==> src/rtl/debounce_pkg.sv <==
// ---------------------------------------------------------------------------
// debounce_pkg
// Shared types and defaults for the push-button front end.
//   deb_state_t         : debouncer FSM state (LOW, RISE, HIGH, FALL)
//   DEF_SYNC_STAGES     : default synchroniser depth
//   DEF_DEBOUNCE_CYCLES : default number of qualifying samples
//   cnt_width()         : counter width helper, never narrower than 1 bit
// ---------------------------------------------------------------------------
package debounce_pkg;

  typedef enum logic [1:0] {
    LOW  = 2'd0,  // output 0, input agrees
    RISE = 2'd1,  // output 0, qualifying a 1
    HIGH = 2'd2,  // output 1, input agrees
    FALL = 2'd3   // output 1, qualifying a 0
  } deb_state_t;

  localparam int DEF_SYNC_STAGES     = 2;
  localparam int DEF_DEBOUNCE_CYCLES = 4;

  function automatic int cnt_width(input int cycles);
    return (cycles > 1) ? $clog2(cycles) : 1;
  endfunction

endpackage

==> src/rtl/sync_chain.sv <==
// ---------------------------------------------------------------------------
// sync_chain
// SYNC_STAGES-deep flip-flop synchroniser for a single asynchronous input.
// Reusable for any slow async level input in the clk domain.
// Ports:
//   clk : system clock, rising edge
//   rst : synchronous active-low reset, clears every stage to 0
//   i_d : asynchronous input level
//   o_q : synchronised level (last stage of the chain)
// ---------------------------------------------------------------------------
module sync_chain
  import debounce_pkg::*;
#(
  parameter int SYNC_STAGES = DEF_SYNC_STAGES
) (
  input  logic clk,
  input  logic rst,
  input  logic i_d,
  output logic o_q
);

  logic [SYNC_STAGES-1:0] r_sync;

  always_ff @(posedge clk) begin
    if (!rst) begin
      r_sync <= '0;
    end else begin
      r_sync <= {r_sync[SYNC_STAGES-2:0], i_d};
    end
  end

  assign o_q = r_sync[SYNC_STAGES-1];

endmodule

==> src/rtl/button_debouncer.sv <==
// ---------------------------------------------------------------------------
// button_debouncer
// Synchronises a raw, bouncy push-button level into the clk domain and
// filters contact bounce: the output only changes after DEBOUNCE_CYCLES
// consecutive synchronised samples disagree with it. Any reversal during
// qualification restarts the count.
// Ports:
//   clk         : system clock, rising edge
//   rst         : synchronous active-low reset
//   press_i     : raw button level, asynchronous, may bounce
//   syncpress_o : debounced level (registered), active-high
//   bouncing_o  : high while a candidate transition is being qualified
// Optional build macro:
//   BUTTON_DEBOUNCER_ACTIVE_LOW_IN_EN : invert press_i ahead of the
//   synchroniser for pull-up buttons (pressed reads 0). The chain still
//   resets to 0, which then means "not pressed".
// ---------------------------------------------------------------------------
module button_debouncer
  import debounce_pkg::*;
#(
  parameter int SYNC_STAGES     = DEF_SYNC_STAGES,
  parameter int DEBOUNCE_CYCLES = DEF_DEBOUNCE_CYCLES
) (
  input  logic clk,
  input  logic rst,
  input  logic press_i,
  output logic syncpress_o,
  output logic bouncing_o
);

  localparam int              CNT_W    = cnt_width(DEBOUNCE_CYCLES);
  localparam logic [CNT_W-1:0] CNT_ONE  = CNT_W'(1);
  localparam logic [CNT_W-1:0] CNT_LAST = CNT_W'(DEBOUNCE_CYCLES - 1);

  logic             w_press_in;
  logic             w_s;
  deb_state_t       r_state;
  deb_state_t       w_state_next;
  logic [CNT_W-1:0] r_cnt;
  logic [CNT_W-1:0] w_cnt_next;
  logic             r_syncpress;
  logic             r_bouncing;

`ifdef BUTTON_DEBOUNCER_ACTIVE_LOW_IN_EN
  assign w_press_in = ~press_i;
`else
  assign w_press_in = press_i;
`endif

  sync_chain #(
    .SYNC_STAGES (SYNC_STAGES)
  ) u_sync (
    .clk (clk),
    .rst (rst),
    .i_d (w_press_in),
    .o_q (w_s)
  );

  // Next-state logic. The counter holds the number of consecutive
  // disagreeing samples seen so far; it is only non-zero in RISE/FALL and
  // never exceeds DEBOUNCE_CYCLES-1.
  always_comb begin
    w_state_next = r_state;
    w_cnt_next   = r_cnt;
    case (r_state)
      LOW: begin
        if (w_s) begin
          if (DEBOUNCE_CYCLES == 1) begin
            w_state_next = HIGH;
            w_cnt_next   = '0;
          end else begin
            w_state_next = RISE;
            w_cnt_next   = CNT_ONE;
          end
        end
      end
      RISE: begin
        if (!w_s) begin
          w_state_next = LOW;
          w_cnt_next   = '0;
        end else if (r_cnt == CNT_LAST) begin
          w_state_next = HIGH;
          w_cnt_next   = '0;
        end else begin
          w_cnt_next = r_cnt + CNT_ONE;
        end
      end
      HIGH: begin
        if (!w_s) begin
          if (DEBOUNCE_CYCLES == 1) begin
            w_state_next = LOW;
            w_cnt_next   = '0;
          end else begin
            w_state_next = FALL;
            w_cnt_next   = CNT_ONE;
          end
        end
      end
      FALL: begin
        if (w_s) begin
          w_state_next = HIGH;
          w_cnt_next   = '0;
        end else if (r_cnt == CNT_LAST) begin
          w_state_next = LOW;
          w_cnt_next   = '0;
        end else begin
          w_cnt_next = r_cnt + CNT_ONE;
        end
      end
      default: begin
        w_state_next = LOW;
        w_cnt_next   = '0;
      end
    endcase
  end

  // State, counter and outputs. Outputs are decoded from the next state so
  // they are plain flops that always agree with r_state.
  always_ff @(posedge clk) begin
    if (!rst) begin
      r_state     <= LOW;
      r_cnt       <= '0;
      r_syncpress <= 1'b0;
      r_bouncing  <= 1'b0;
    end else begin
      r_state     <= w_state_next;
      r_cnt       <= w_cnt_next;
      r_syncpress <= (w_state_next == HIGH) || (w_state_next == FALL);
      r_bouncing  <= (w_state_next == RISE) || (w_state_next == FALL);
    end
  end

  assign syncpress_o = r_syncpress;
  assign bouncing_o  = r_bouncing;

endmodule

==> config.mk <==
export PLATFORM = sky130hd
export DESIGN_NAME = button_debouncer
export DESIGN_NICKNAME = d
export VERILOG_FILES = /design/src/rtl/debounce_pkg.sv /design/src/rtl/sync_chain.sv /design/src/rtl/button_debouncer.sv
export SDC_FILE = /design/constraint.sdc
export NUM_CORES = 1
export LEC_CHECK = 0
export CORE_AREA = 4 4 41 43
export DETAILED_ROUTE_END_ITERATION = 12
export DIE_AREA = 0 0 45 47
export SYNTH_ARGS = -nofsm -noshare
export SYNTH_HDL_FRONTEND = slang
export SYNTH_HIERARCHICAL = 1
export SYNTH_SLANG_ARGS = --single-unit
export TNS_END_PERCENT = 1
==> constraint.sdc <==
create_clock -name clk -period 1.3 [get_ports clk]
set_input_delay 0.26 -clock clk [delete_from_list [all_inputs] [get_ports clk]]
set_output_delay 0.26 -clock clk [all_outputs]
set_load 0.01 [all_outputs]
Word level (Yosys, flattened, before mapping)
Index checks and enable logic that the tools add are counted.
- flip-flop bits (word level): 8
- latch bits: 0
- memory bits (writable): 0
- bits in read-only memories: 0
- bits of input ports: 3
- output and inout bits: 2
- word-level logic and storage cells: 32
- memories kept: 0
- $add $sub $neg: 1
- multiply operators: 0
- divide/modulo/power cells: 0
- order comparisons: 0
- equal/unequal tests: 9
- shifts and indexed selects: 0
- muxes and demuxes: 13
- bitwise operators: 0
- reductions and logical operators: 4
- operators with widths (operator ; count):
    2-bit 2-to-1 mux ; 11
    2-bit one-hot mux with 4 select lines ; 2
    2-bit equality test, second input constant ; 5
    2-bit by 1-bit equality test with 1-bit output, second input constant ; 2
    2-bit by 1-bit adder with 2-bit output, second input constant ; 1
    2-bit logical NOT ; 1
    1-bit logical OR ; 2
    2-bit by 1-bit inequality test with 1-bit output, second input constant ; 1
    2-bit inequality test, second input constant ; 1
    2-bit AND reduction ; 1

Longest topological paths before layout
Gate-level depths: netlist of run 1.
- depth in word-level cells: 6
- gate-level depth with buffers: 3
- gate-level depth less buffers: 3

Hierarchy
Netlist of run 1, hierarchy kept.
- by module, submodules not included (module ; instances ; cells each ; area an instance (um2) ; seq. area each (um2)):
    button_debouncer ; 1 ; 18 ; 196.4 ; 100.1
    sync_chain ; 1 ; 4 ; 52.6 ; 40.0

Least setup slack after synthesis of run 1
Ideal clock, no wire load.
- kind: reg2reg
- start: register r_cnt[0]
- end: register r_state[1]
- library setup time: 0.115 ns
- arrival: 0.857 ns
- data required time: 1.185 ns
- setup slack: 0.329 ns
- stages on the path, launching flop included: 4
- buffers on the path: 0
- period minus slack after synthesis: 0.971 ns
- path through: dfxtp_1 > ha_1 > and3_1 > o21a_1
- cells in the longest elaborated chain, start to end: 4
- elaborated cells between the ends (all ways): 6
- those cells by class: 1 x eq/ne; 5 x mux
- RTL lines (item ; line ; text):
    start: declaration ; button_debouncer.sv:39 ; logic [CNT_W-1:0] r_cnt;
    start signal: assignment ; button_debouncer.sv:127 ; r_cnt <= w_cnt_next;
    2-bit equality test (*) ; button_debouncer.sv:81, button_debouncer.sv:103 ;
    2-bit 2-to-1 mux, on equally long branches ; button_debouncer.sv:103, button_debouncer.sv:81 ;
    2-bit 2-to-1 mux, on equally long branches ; button_debouncer.sv:100, button_debouncer.sv:78 ;
    2-bit one-hot mux with 4 select lines (*) ; button_debouncer.sv:65 ; case (r_state)
    end signal: assignment ; button_debouncer.sv:126 ; r_state <= w_state_next;
    end: declaration ; button_debouncer.sv:37 ; deb_state_t r_state;
Mark *: on every way between the ends. The rest lies on a longest branch, timed or not.
A chain may end at the register's enable or synchronous reset.

Final worst setup path of run 1
- start: register r_bouncing (netlist: bouncing_o)
- end: output bouncing_o
- RTL lines (item ; line ; text):
    start: declaration ; button_debouncer.sv:42 ; logic r_bouncing;
    start signal: assignment ; button_debouncer.sv:129 ; r_bouncing <= (w_state_next == RISE) || (w_state_next == FALL);
    end: declaration ; button_debouncer.sv:28 ; output logic bouncing_o
No word-level cell between the ends.

==> results of run 1 <==
[cell type report]
cell class / instances / area [sq um] / area share [%]
Sequential cell: 7 / 140 / 41.3
Multi-Input combinational cell: 15 / 109 / 32.1
Timing Repair Buffer: 5 / 45.0 / 13.3
Clock buffer: 4 / 26.3 / 7.75
Tap cell: 15 / 18.8 / 5.54
[cell families after synthesis]
| family | count (synthesis) | synth area share, % |
|---|---|---|
| AO/OA/AOI/OAI | 4 | 13.1 |
| XOR/XNOR | 1 | 3.52 |
| adder cells (fa/ha/maj) | 1 | 5.02 |
| flip-flops | 7 | 56.3 |
| multiplexers | 1 | 4.02 |
| AND/OR/NAND/NOR | 8 | 18.1 |
[synthesized netlist by cell type (all sizes together)]
library cell  n
a21boi        1
and2          2
and3          2
dfxtp         7
ha            1
mux2i         1
nand2         2
nand3         1
nand3b        1
o211a         1
o21a          2
xor2          1
[layer usage]
metal	up-vias	GRT usage (%)
met2	9	7.06
met4	0	3.51
met5	-	0
met3	0	6.90
li1	95	-
met1	87	4.83
[timing repair]
item / in CTS / in global routing
endpoints found under the setup margin: 2 / 0
hold endpoints to repair: 0 / 0
gates resized for setup: 2 / 0
[layout by cell type, fill, tap and decap left out, drive strengths merged]
master	netlist	layout
a21boi	1	1
and2	2	2
and3	2	2
buf	0	1
clkbuf	0	4
clkdlybuf4s50	0	2
dfxtp	7	7
dlygate4sd2	0	2
ha	1	1
mux2i	1	1
nand2	2	2
nand3	1	1
nand3b	1	1
o211a	1	1
o21a	2	2
xor2	1	1
[worst max path at each step]
stage,end,slack (ps)
after floorplan,r_state[1],330
after global placement,r_cnt[1],150
after detailed placement,r_cnt[1],110
after CTS,bouncing_o,190
after global routing,bouncing_o,140
final,bouncing_o,210
[sequential cells by signal (all words and copies together), names as in the netlist]
name / count
u_sync/r_sync: 2
bouncing_o: 1
r_state: 1
r_cnt: 2
syncpress_o: 1
[power by group through the flow]
stage	clock network (mW)	registers, mW	logic [mW]
after floorplan	0	0.228	0.00659
after global placement	0	0.227	0.0196
after detailed placement	0	0.227	0.0201
after CTS	0.207	0.223	0.0198
after global routing	0.223	0.223	0.0213
final	0.195	0.223	0.0191
[metrics by stage]
step	area, sq um	setup slack, ps
6_report	339	211
5_1_grt	339	142
4_1_cts	339	193
3_5_place_dp	315	114
3_3_place_gp	315	146
2_1_floorplan	249	329
==> results_dict.tcl, run 1 <==
set metrics [dict create \
    dr.first_iter.drc_count 6 \
    clockBufferDepth 2 \
    grt_pass1_wl_um 696 \
    whs_path_depth 1 \
    finalNetCount 36 \
    hp-class "flip-flop to flip-flop" \
    clkTransAtPathRegs_ps 50 \
    r2r_slack_ps 260 \
    postCtsSetupBuffers 0 \
    antenna_found_initial 0 \
    status "complete, no violations" \
    via_per_inst 4.15 \
    path_cells "dlygate4sd2_1" \
    top_layer_used "met3" \
    clock_latency_ps 250 \
    cp_data_arrival_time_ps 830 \
    startpoint "bouncing_o" \
    grt_pass1_vias 177 \
    powerDensity_nw_per_um2 1290 \
    setup_violations 0 \
    postLayoutCoreUtil_pct 26.1 \
    h-tree-depth 1 \
    yosysUniqueCellTypes 12 \
    skew_ps 0.333 \
    grtUsageTotal_pct 5.55 \
    r2r_end "syncpress_o" \
    core_area_sq_um 1300 \
    diodes 0 \
    synth.area.top_cells "dfxtp_1 56%, o21a_1 6.0%, and2_1 5.0%, and3_1 5.0%, ha_1 5.0%" \
    synth-seq-cells 7 \
    critical_path_required_ps 1040 \
    ys_seq_area_share_pct 56.3 \
    hpwlAfterDp_um 299 \
    crit_path_top_delay_cell "dfxtp_1" \
    netlist_instances 22 \
    syn_to_final_growth_pct 36.2 \
    rows 13 \
    drc 0 \
    drt_first_pass_iters 2 \
    fmax_mhz 918 \
    hold_viol 0 \
    path_depth 1 \
    peakVddDrop_mv 0.464 \
    power.leakage_nw 0.163 \
    critPathTopFamily "flip-flops" \
    die_w_um 45 \
    share_seq_of_total_power_pct 51.0 \
    criticalPathCategory "flip-flop to output port" \
    yosysTopAreaCellShare_pct 56.3 \
    cts_tree "yes" \
    tns_ps 0 \
    ant_nets 0 \
    finalPower_mw 0.437 \
    dp_cells 42 \
    port_buffers 4 \
    rsz0062_at_grt "false" \
    finalCritPeriodShare_pct 83.8 \
    place_congestion 0.667 \
    hold_end "u_sync/r_sync[1]" \
    fillers 147 \
    drv_cap 0 \
    die_h_um 47 \
    max_slew_margin_pct 80.8 \
    path_buf_inv 1 \
    cp_max_fo 2 \
    cts_buffers 3 \
    wl_met2_um 200 \
    syn_area_sq_um 249 \
    r2r_start "r_cnt[0]" \
    power_frac_comb_pct 4.4 \
    end_kind "output port" \
    drt-total-wl_um 439 \
    reg2reg_depth 3 \
    p_sw_share_pct 20.1 \
    wire_per_inst_um 9.54 \
    min_period_ps 1090 \
    min_from "u_sync/r_sync[0]" \
    dieArea_sq_um 2120 \
    grt_overflow 0 \
    tightest_slew_ps 287 \
    cts_root_buffer "clkbuf_4" \
    cp-start-kind "flip-flop" \
    clock-sinks 7 \
    internal_power_mw 0.349 \
    synth_fp_nets 26 \
    grt_max_degree 9 \
    finalNonFillerCells 46 \
    cts.hold.buffers_added 0 \
    p_sw_mw 0.0880 \
    initial_core_util_pct 19.1 \
    synth_warnings 6 \
    drive_gt1_share_pct 12.9 \
    max_stage_delay_ps 320 \
    clkPwrFrac_pct 44.6 \
    num_vias 191 \
    wl_met1_um 187 \
    syn_avg_cell_area_sq_um 11.3 \
    synth_top_area_cell "dfxtp_1" \
    ios 5 \
    slew_viol_final 0 \
    hold_slack_ps 430 \
    met3_length_um 51 \
]
Note: power is estimated with default switching activity, not from simulation.
==> inputs of run 2 (changes only) <==
==> constraint.sdc (replaced) <==
create_clock -name clk -period 1 [get_ports clk]
set_input_delay 0.2 -clock clk [delete_from_list [all_inputs] [get_ports clk]]
set_output_delay 0.2 -clock clk [all_outputs]
set_load 0.01 [all_outputs]
==> results_dict.tcl, run 2 (synthesis results as in run 1) <==
set metrics [dict create \
    crit_path_top_delay_cell "dfxtp_1" \
    peakVddDrop_mv 0.579 \
    initial_core_util_pct 19.1 \
    share_seq_of_total_power_pct 49.9 \
    place_congestion 0.623 \
    grt_overflow 0 \
    finalNetCount 37 \
    setup_violations 0 \
    min_from "u_sync/r_sync[0]" \
    clock_latency_ps 260 \
    grt_pass1_wl_um 717 \
    dieArea_sq_um 2120 \
    grt.met2_usage_pct 7.06 \
    power_frac_comb_pct 4.9 \
    cp-start-kind "flip-flop" \
    end_kind "flip-flop" \
    clkPwrFrac_pct 45.2 \
    critPathCapture "syncpress_o" \
    min_period_ps 964 \
    reg2reg_depth 3 \
    grt_pass1_vias 175 \
    rsz0062_at_grt "false" \
    cts.hold.buffers_added 0 \
    num_vias 190 \
    dr.first_iter.drc_count 2 \
    startpoint "r_cnt[1]" \
    wire_per_inst_um 10.0 \
    drt_first_pass_iters 2 \
    finalNonFillerCells 47 \
    hp-class "flip-flop to flip-flop" \
    r2r_start "r_cnt[1]" \
    multi_input_area_sq_um 126 \
    postLayoutCoreUtil_pct 27.5 \
    seq_area_sq_um 141 \
    via_per_inst 4.04 \
    hold_viol 0 \
    cts_root_buffer "clkbuf_4" \
    r2r_end "syncpress_o" \
    drt-total-wl_um 470 \
    p_sw_share_pct 21.6 \
    dp_cells 43 \
    die_w_um 45 \
    ant_nets 0 \
    most-common-layout-cells "6 x dfxtp_1, 3 x clkbuf_4" \
    die_h_um 47 \
    r2r_slack_ps 40 \
    power.leakage_nw 0.159 \
    fmax_mhz 1040 \
    max_slew_margin_pct 80.2 \
    grt_use_met1_pct 4.58 \
    clock-sinks 7 \
    cts_tree "yes" \
    critical_path_required_ps 1150 \
    rows 13 \
    core_area_sq_um 1300 \
    fillers 148 \
    max_stage_delay_ps 330 \
    use_met3_pct 5.75 \
    syn_to_final_growth_pct 43.7 \
    drc 0 \
    powerDensity_nw_per_um2 1630 \
    criticalPathCategory "flip-flop to flip-flop" \
    finalCritPeriodShare_pct 96.4 \
    cp_data_arrival_time_ps 1110 \
    clkTransAtPathRegs_ps 50 \
    p_sw_mw 0.126 \
    path_cells "ha_4, and3_4, o21a_1" \
    clockBufferDepth 2 \
    slew_viol_final 0 \
    ios 5 \
    drive_gt1_share_pct 31.3 \
    internal_power_mw 0.457 \
    grt_max_degree 9 \
    drv_cap 0 \
    cp_max_fo 3 \
    antenna_found_initial 0 \
    diodes 0 \
    grtUsageTotal_pct 5.70 \
    cts_buffers 3 \
    final_common_cell "dfxtp_1" \
    reg_top3 "r_cnt: 2 flops, u_sync/r_sync: 2 flops" \
    skew_ps 3.11 \
    status "complete, no violations" \
    grt.busiest_layer "met2" \
    postCtsSetupBuffers 0 \
    port_buffers 4 \
    tightest_slew_ps 295 \
    h-tree-depth 1 \
]
==> run 2: changes by cell type in the layout (fill, tap and decap cells not counted), sizes merged <==
| cell | before | now |
|---|---|---|
| buf | 1 | 4 |
| dlygate4sd2 | 2 | 0 |
==> run 2: worst min path at each step <==
| stage | to | cells after the start |
|---|---|---|
| floorplan | r_state[1] | 1 |
| global placement | u_sync/r_sync[1] | 1 |
| detailed placement | u_sync/r_sync[1] | 1 |
| CTS | u_sync/r_sync[1] | 1 |
| global route | u_sync/r_sync[1] | 1 |
| finish | u_sync/r_sync[1] | 1 |
==> run 2: routing by layer <==
layer | part of all wire (%) | wire length, um
met1 | 45 | 213
met2 | 40 | 189
met3 | 11 | 50
met4 | 3.6 | 17
met5 | 0 | 0
==> run 2: worst max-delay path: cells and delay by family (launching register included) <==
family	cells	cell delay (ps)
flops	1	330
compound gates	1	180
fa+ha+maj	1	170
simple gates	1	170
==> run 2: area by class of cell <==
| type | instances | share of cell area [%] |
|---|---|---|
| clock buffers | 4 | 7.34 |
| multi-input cells | 15 | 35.3 |
| flip-flops and latches | 7 | 39.5 |
| well taps | 15 | 5.24 |
| repair buffers | 6 | 12.6 |
==> run 2: power by group through the flow <==
stage	clock network, mW	logic [mW]	registers [mW]
floorplan	0	0.00856	0.296
global placement	0	0.0287	0.295
detailed placement	0	0.0294	0.295
CTS	0.278	0.0289	0.290
global route	0.300	0.0308	0.291
finish	0.264	0.0289	0.291
==> run 2: per-stage QoR <==
stage          total power, mW  TNS (ps)  area (sq um)  worst slack, ps  hold WS, ps
2_1_floorplan            0.305         0           249             28.6          318
3_3_place_gp             0.324      -325           323            -94.5          414
6_report                 0.584         0           358             36.5          429
4_1_cts                  0.597         0           349             2.34          435
5_1_grt                  0.622         0           358             12.1          449
3_5_place_dp             0.325      -452           323             -131          422
==> run 2: what timing repair did <==
item,CTS,global route
endpoints found under the hold margin,0,0
resized for setup,9,3
setup endpoints to repair,4,3
